===== src/rtl/multiphase_clk_gen_if.sv =====
// Run-control inputs and phase-enable outputs of multiphase_clk_gen.
// The master drives EN and the lengths; the slave (the generator) drives the phase outputs.
interface multiphase_clk_gen_if #(
    parameter int NUM_PHASES = 2,
    parameter int LEN_W      = 4
);
    logic                  EN;
    logic [LEN_W-1:0]      PH_LEN;
    logic [LEN_W-1:0]      DEAD_LEN;
    logic [NUM_PHASES-1:0] PH;
    logic                  O_S;
    logic                  ROUND;
    logic                  BUSY;

    modport master (
        output EN, PH_LEN, DEAD_LEN,
        input  PH, O_S, ROUND, BUSY
    );

    modport slave (
        input  EN, PH_LEN, DEAD_LEN,
        output PH, O_S, ROUND, BUSY
    );
endinterface


===== src/rtl/multiphase_clk_gen.sv =====
// Non-overlapping one-hot phase-enable generator with run-time phase width and dead time.
// Each round walks PH[0]..PH[NUM_PHASES-1], every phase followed by its dead gap.
module multiphase_clk_gen #(
    parameter int NUM_PHASES = 2,
    parameter int LEN_W      = 4,
    parameter int STOP_MODE  = 0
) (
    input  logic                 CLK,
    input  logic                 RST,
    multiphase_clk_gen_if.slave  bus
);
    localparam int IDX_W = $clog2(NUM_PHASES);
    localparam logic [IDX_W-1:0] LAST_IDX = IDX_W'(NUM_PHASES - 1);

    typedef enum logic [1:0] {IDLE, ACTIVE, DEAD} state_e;

    state_e                state_q, state_d;
    logic [IDX_W-1:0]      idx_q, idx_d;
    logic [LEN_W-1:0]      cnt_q, cnt_d;
    logic [LEN_W-1:0]      pm1_q, dm1_q;
    logic [NUM_PHASES-1:0] ph_q, ph_d;
    logic                  os_q, os_d;
    logic                  load;
    logic                  round_end;

    // A length of 0 behaves as 1, so the stored reload value is max(len,1)-1.
    function automatic logic [LEN_W-1:0] len_m1(input logic [LEN_W-1:0] len);
        return (len == '0) ? '0 : len - LEN_W'(1);
    endfunction

    always_comb begin
        state_d   = state_q;
        idx_d     = idx_q;
        cnt_d     = cnt_q;
        os_d      = os_q;
        load      = 1'b0;
        round_end = 1'b0;
        ph_d      = '0;
        unique case (state_q)
            IDLE: begin
                if (bus.EN) begin
                    load    = 1'b1;
                    idx_d   = '0;
                    cnt_d   = len_m1(bus.PH_LEN);
                    state_d = ACTIVE;
                end
            end
            ACTIVE: begin
                if (cnt_q == '0) begin
                    cnt_d   = dm1_q;
                    state_d = DEAD;
                end else begin
                    cnt_d = cnt_q - LEN_W'(1);
                end
            end
            DEAD: begin
                if (cnt_q != '0) begin
                    cnt_d = cnt_q - LEN_W'(1);
                end else if (idx_q == LAST_IDX) begin
                    round_end = 1'b1;
                    os_d      = ~os_q;
                    if (bus.EN) begin
                        load    = 1'b1;
                        idx_d   = '0;
                        cnt_d   = len_m1(bus.PH_LEN);
                        state_d = ACTIVE;
                    end else begin
                        idx_d   = '0;
                        cnt_d   = '0;
                        state_d = IDLE;
                    end
                end else if (STOP_MODE != 0 && !bus.EN) begin
                    idx_d   = '0;
                    cnt_d   = '0;
                    state_d = IDLE;
                end else begin
                    idx_d   = idx_q + IDX_W'(1);
                    cnt_d   = pm1_q;
                    state_d = ACTIVE;
                end
            end
            default: state_d = IDLE;
        endcase
        // PH is decoded from the next state so the output itself is a flop.
        if (state_d == ACTIVE) begin
            ph_d = NUM_PHASES'(1) << idx_d;
        end
    end

    always_ff @(posedge CLK) begin
        if (RST) begin
            state_q <= IDLE;
            idx_q   <= '0;
            cnt_q   <= '0;
            ph_q    <= '0;
            os_q    <= 1'b0;
        end else begin
            state_q <= state_d;
            idx_q   <= idx_d;
            cnt_q   <= cnt_d;
            ph_q    <= ph_d;
            os_q    <= os_d;
        end
    end

    // Lengths are only sampled at a round start, so mid-round input changes are ignored.
    always_ff @(posedge CLK) begin
        if (!RST && load) begin
            pm1_q <= len_m1(bus.PH_LEN);
            dm1_q <= len_m1(bus.DEAD_LEN);
        end
    end

    assign bus.PH    = ph_q;
    assign bus.O_S   = os_q;
    assign bus.ROUND = round_end;
    assign bus.BUSY  = (state_q != IDLE);
endmodule


===== src/flat_wrapper.sv =====
// flat-port wrapper written by rule: the top's interface ports become plain ports
module multiphase_clk_gen_flat 
#(
    parameter int NUM_PHASES = 2,
    parameter int LEN_W      = 4,
    parameter int STOP_MODE  = 0
)
  (CLK, RST, bus_EN, bus_PH_LEN, bus_DEAD_LEN, bus_PH, bus_O_S, bus_ROUND, bus_BUSY);
  multiphase_clk_gen_if #(.NUM_PHASES(NUM_PHASES), .LEN_W(LEN_W)) bus_i ();
  input  logic CLK;
  input  logic RST;
  input wire logic [$bits(bus_i.EN)-1:0] bus_EN;
  input wire logic [$bits(bus_i.PH_LEN)-1:0] bus_PH_LEN;
  input wire logic [$bits(bus_i.DEAD_LEN)-1:0] bus_DEAD_LEN;
  output wire logic [$bits(bus_i.PH)-1:0] bus_PH;
  output wire logic [$bits(bus_i.O_S)-1:0] bus_O_S;
  output wire logic [$bits(bus_i.ROUND)-1:0] bus_ROUND;
  output wire logic [$bits(bus_i.BUSY)-1:0] bus_BUSY;
  assign bus_i.EN = bus_EN;
  assign bus_i.PH_LEN = bus_PH_LEN;
  assign bus_i.DEAD_LEN = bus_DEAD_LEN;
  assign bus_PH = bus_i.PH;
  assign bus_O_S = bus_i.O_S;
  assign bus_ROUND = bus_i.ROUND;
  assign bus_BUSY = bus_i.BUSY;
  multiphase_clk_gen #(.NUM_PHASES(NUM_PHASES), .LEN_W(LEN_W), .STOP_MODE(STOP_MODE)) u_core (.CLK(CLK), .RST(RST), .bus(bus_i));
endmodule

===== config.mk =====
export PLATFORM = sky130hd
export DESIGN_NAME = multiphase_clk_gen_flat
export DESIGN_NICKNAME = d
export VERILOG_FILES = /design/src/rtl/multiphase_clk_gen_if.sv /design/src/rtl/multiphase_clk_gen.sv /design/src/flat_wrapper.sv
export SDC_FILE = /design/constraint.sdc
export NUM_CORES = 1
export LEC_CHECK = 0
export BUFFER_PORTS_ARGS = -buffer_cell sky130_fd_sc_hd__buf_2
export CAP_MARGIN = 5
export CORE_MARGIN = 3
export CORE_UTILIZATION = 55
export DETAILED_ROUTE_END_ITERATION = 16
export PLACE_DENSITY = 0.85
export SYNTH_ARGS = -nofsm -noshare
export SYNTH_HDL_FRONTEND = slang
export SYNTH_SLANG_ARGS = --single-unit

===== constraint.sdc =====
create_clock -name CLK -period 4.18 [get_ports CLK]
set_input_delay 0.209 -clock CLK [delete_from_list [all_inputs] [get_ports CLK]]
set_output_delay 0.209 -clock CLK [all_outputs]
set_load 0.005 [all_outputs]

* Word-level counts from Yosys, hierarchy flattened
Cells that the tools add are included.
** Storage, ports and cells
- Register bits after elaboration :: 18
- Input port bits :: 11
- Output and inout bits :: 5
- Word-level logic and storage cells :: 55
** Operators by class
- $add $sub $neg :: 4
- Eq/ne operators :: 4
- Shift-type cells :: 1
- Muxes and demuxes :: 24
- Bitwise gates (word level) :: 3
- Reductions and logical operators :: 12
** Operators with widths (number)
- $mux W4 :: 6
- $logic_not A4 Y1 :: 3
- $pmux W4 S3 :: 1
- $sub A4 B1 Y4 const B :: 3
- $mux W1 :: 11
- $mux W2 :: 3
- $pmux W2 S3 :: 1
- $eq A2 B1 Y1 const B :: 2
- $pmux W1 S2 :: 2
- $reduce_bool A4 Y1 :: 1
- $not A1 Y1 :: 3
- $reduce_and A3 Y1 :: 1
- $reduce_bool A3 Y1 :: 1
- $eq A2 B2 Y1 const B :: 1
- $logic_not A2 Y1 :: 1
- $ne A2 B2 Y1 const B :: 1
- $reduce_and A2 Y1 :: 1
- $reduce_bool A2 Y1 :: 1
- $reduce_or A2 Y1 :: 1
- $shl A1 B1 Y2 const A :: 1
- $add A1 B1 Y1 const B :: 1
- $logic_and A1 B1 Y1 :: 1
- $logic_not A1 Y1 :: 1

* Logic depth before layout (Yosys ltp)
- Word-level depth :: 7
- Gate-level depth with buffers :: 8
- Depth with buffers taken out :: 8

* Worst setup path after synthesis
OpenSTA, ideal clock, no wires.
- Kind :: register to register
- From :: register u_core.cnt_q[0]
- To :: register u_core.dm1_q[0], enable pin
- Setup time :: 375 ps
- Arrival :: 1651 ps
- Data required time :: 3805 ps
- Setup slack :: 2153 ps
- Cell stages (with the launch flop) :: 7
- Path buffers :: 0
- Clock period less this slack :: 2027 ps
- Path through :: dfxtp_1 > inv_1 > ha_1 > or3b_4 > inv_1 > nand3_1 > a21oi_1
** On the way
- Word-level cells in the longest chain between the ends :: 4
** RTL lines
- from (decl) :: RTL line multiphase_clk_gen.sv:19 : logic [LEN_W-1:0] cnt_q, cnt_d;
- from (signal assigned) :: RTL line multiphase_clk_gen.sv:100 : cnt_q <= cnt_d;
- $reduce_bool A4 Y1 :: RTL line multiphase_clk_gen.sv:57 : if (cnt_q != '0) begin
- $mux W1 :: RTL line multiphase_clk_gen.sv:57
- $pmux W1 S2 :: RTL line multiphase_clk_gen.sv:39 : unique case (state_q)
- $logic_and A1 B1 Y1 :: RTL line multiphase_clk_gen.sv:108 : if (!RST && load) begin
- to (signal assigned) :: RTL line multiphase_clk_gen.sv:110 : dm1_q <= len_m1(bus.DEAD_LEN);
- to (decl) :: RTL line multiphase_clk_gen.sv:20 : logic [LEN_W-1:0] pm1_q, dm1_q;
Every way passes these cells.
A chain may end at the register's enable or synchronous reset.

* Final worst setup path
- From :: register u_core.cnt_q[0]
- To :: register u_core.pm1_q[0], enable pin
** On the way
- Word-level cells in the longest chain between the ends :: 4
** RTL lines
- $reduce_bool A4 Y1 :: RTL line multiphase_clk_gen.sv:57
- $mux W1 :: RTL line multiphase_clk_gen.sv:57
- $pmux W1 S2 :: RTL line multiphase_clk_gen.sv:39
- $logic_and A1 B1 Y1 :: RTL line multiphase_clk_gen.sv:108
- to (signal assigned) :: RTL line multiphase_clk_gen.sv:109 : pm1_q <= len_m1(bus.PH_LEN);
- to (decl) :: RTL line multiphase_clk_gen.sv:20
Every way passes these cells.

==> flow_summary.yaml <==
setup_path:
  cp_top_family: "compound AO/OA/AOI/OAI gates"
  worst-path-buf-inv: 2
  worst_setup_path_start_kind: "flip-flop"
  path_cells: "inv_1 -> ha_1 -> or3b_4 -> inv_1 -> nand3_1 -> a21oi_1"
  required_ns: 4.11
  critPathSlowestCell: "a21oi_1"
  arrival_ns: 2.26
  end_kind: "flip-flop"
  setup.worst_path.class: "flip-flop to flip-flop"
  critical_path.max_stage_delay_ns: 0.62
  crit_top_cell: "inv_1"
  crit_fanout: 13
power:
  p_leak_uw: 0.000514
  peakVddDrop_mv: 0.261
  p_per_area_mw_per_mm2: 472
cts:
  cts_buffers: 3
  cts_setup_buffers: 0
  post_cts_resized: 0
  cts_tree: "built"
  holdBufCountCts: 0
  ctsLongestPathBuffers: 2
  cts.sinks: 18
  htreeDepth: 1
  insertion_delay_ns: 0.29
  path_clk_slew_ns: 0.10
  root_buffer: "clkbuf_4"
floorplan:
  rows: 15
  start_util_pct: 61.9
  io_pins: 16
  die_area_mm2: 0.00263
  coreArea_mm2: 0.00182
  die_w_um: 51.3
  die_y_um: 51.3
synthesis:
  ys.warnings.count: 0
  synth_compound_area_share_pct: 24.9
  synth_mux_area_share_pct: 0
  synth-seq-cells: 18
  yosys.area_share.xor_xnor_pct: 0.777
  synth.top_cell.area_share_pct: 21.3
  synth_top_area_cell: "edfxtp_1"
  synth_area_mm2: 0.00113
  syn_nets: 149
  synth_top_family_by_area: "compound AO/OA/AOI/OAI gates"
  syn_avg_cell_area_um2: 8.74
  ys_types: 38
  ys_top_cells_by_area: "edfxtp_1 (21%), dfxtp_1 (18%), ha_1 (10%)"
  synth_simple_gate_area_share_pct: 18.9
  synth_fa_ha_area_share_pct: 9.99
  synth_cells: 129
  synth_sequential_area_ratio_pct: 39.1
timing:
  fin_ws_ns: 1.86
  post-route-period-util_pct: 55.6
  slew_headroom_pct: 52.3
  max_freq_mhz: 430
  setup_violations: 0
  slew_viol_final: 0
  rsz0062_at_grt: "no"
  timing.setup.tns_ns: 0
  tightest_slew_ns: 0.716
  min_period_ns: 2.32
  hold_viol_final: 0
  skew_ns: 0.00211
cells_and_area:
  antenna_cells: 0
  final_cell_mix: "buf_2 (15), nor2_1 (14), inv_1 (13)"
  fin_cells: 170
  areaGrowthSynthToFinish_pct: 10.5
  layout_commonest_cell: "buf_2"
  drive_above_1_share_pct: 17.2
  nets: 166
flow_run:
  drv_cap: 0
place:
  io_buffers: 15
  gp_congestion: 0.851
  dp_slack_ns: 1.84
  hpwl_um: 1760
  post-place-cells: 166
global_routing:
  grt_pass1_vias: 924
  antenna_found_initial: 0
  grt_pass1_wl_um: 3880
  track_usage_pct: 19.5
  overflow: 0
  grt_max_degree: 14
detailed_routing:
  avgRoutedWirePerCell_um: 13.0
  drc: 0
  firstDrtPassIters: 4
  totalWireLength_um: 2210
  num_vias: 977
  viasPerCell: 5.75
  ant_nets: 0
  drt_iter0_markers: 31
status:
  status: "complete, no violations"
min_path:
  hold_class: "input pin to flip-flop"
## cells by family after synthesis
| family | Yosys count |
|---|---|
| DFF | 18 |
| buffers and inverters | 16 |
| and+or+nand+nor | 45 |
| xor gates and xnor gates | 1 |
| AOI/OAI and AO/OA | 40 |
| adders and majority gates | 9 |
## path summary, 6_finish.rpt
check | startpoint | end | slack (ns) | depth (start not counted)
setup reg to reg | u_core.cnt_q[0] | u_core.pm1_q[0] | 1.86 | 6
hold / removal | bus_DEAD_LEN[0] | u_core.dm1_q[0] | 0.19 | 2
setup / recovery | u_core.cnt_q[0] | u_core.pm1_q[0] | 1.86 | 6
hold reg to reg | u_core.bus.O_S | u_core.bus.O_S | 0.54 | 2
## synth_stat cells (all sizes together)
cell and n:
xor2 1, nor4b 1, edfxtp 8, o31a 1, or2 1, a211oi 2
o21a 1, a21o 2, and2 1, a311oi 4, nand2 12, nor2 14
nand3 3, inv 13, nor3 6, and3 1, or3b 1, a22o 1
a22oi 2, nand2b 3, nor2b 2, dfxtp 10, buf 2, o21ai 14
o21bai 1, a31oi 1, o211ai 3, a221o 1, a211o 1, o31ai 1
ha 9, a21oi 5, clkbuf 1
## cell type report
cell class                 instances  area (um^2)
sequential                        18          440
tap                               25         31.3
multi-input combinational         95          614
inverter                          13         48.8
fill                             149          574
timing repair buffer              15         75.1
clock buffer                       4         36.3
## power by group
group | switching, uW | leakage [uW] | internal (uW)
registers | 24.7 | 0.000157 | 214
clock network | 53.3 | 0.0000210 | 53.1
logic | 146 | 0.000337 | 97.5
## sequential cells by signal, summed over array words and instances, names as in the netlist
| name | count |
|---|---|
| u_core.idx_q | 1 |
| u_core.state_q | 2 |
| u_core.pm1_q | 4 |
| u_core.dm1_q | 4 |
| u_core.bus.PH | 2 |
| u_core.cnt_q | 4 |
| u_core.bus.O_S | 1 |
## routing by layer
layer | up-vias | track usage [%] | routed length [um]
li1 | 495 | - | -
met1 | 441 | 25.0 | 954
met2 | 39 | 33.5 | 1080
met3 | 2 | 3.79 | 161
met4 | 0 | 5.24 | 14
met5 | - | 0 | 0
## stage by stage
step                      area, um^2  power [uW]  hold slack (ns)  util (%)
after global placement          1210         475            0.502      66.5
after floorplan                 1130         437            0.394         -
after global routing            1250         640            0.193      68.5
final                           1250         588            0.195      68.5
after detailed placement        1210         483            0.508      66.5
after CTS                       1250         589            0.191      68.5
(Power assumes the default switching activity.)
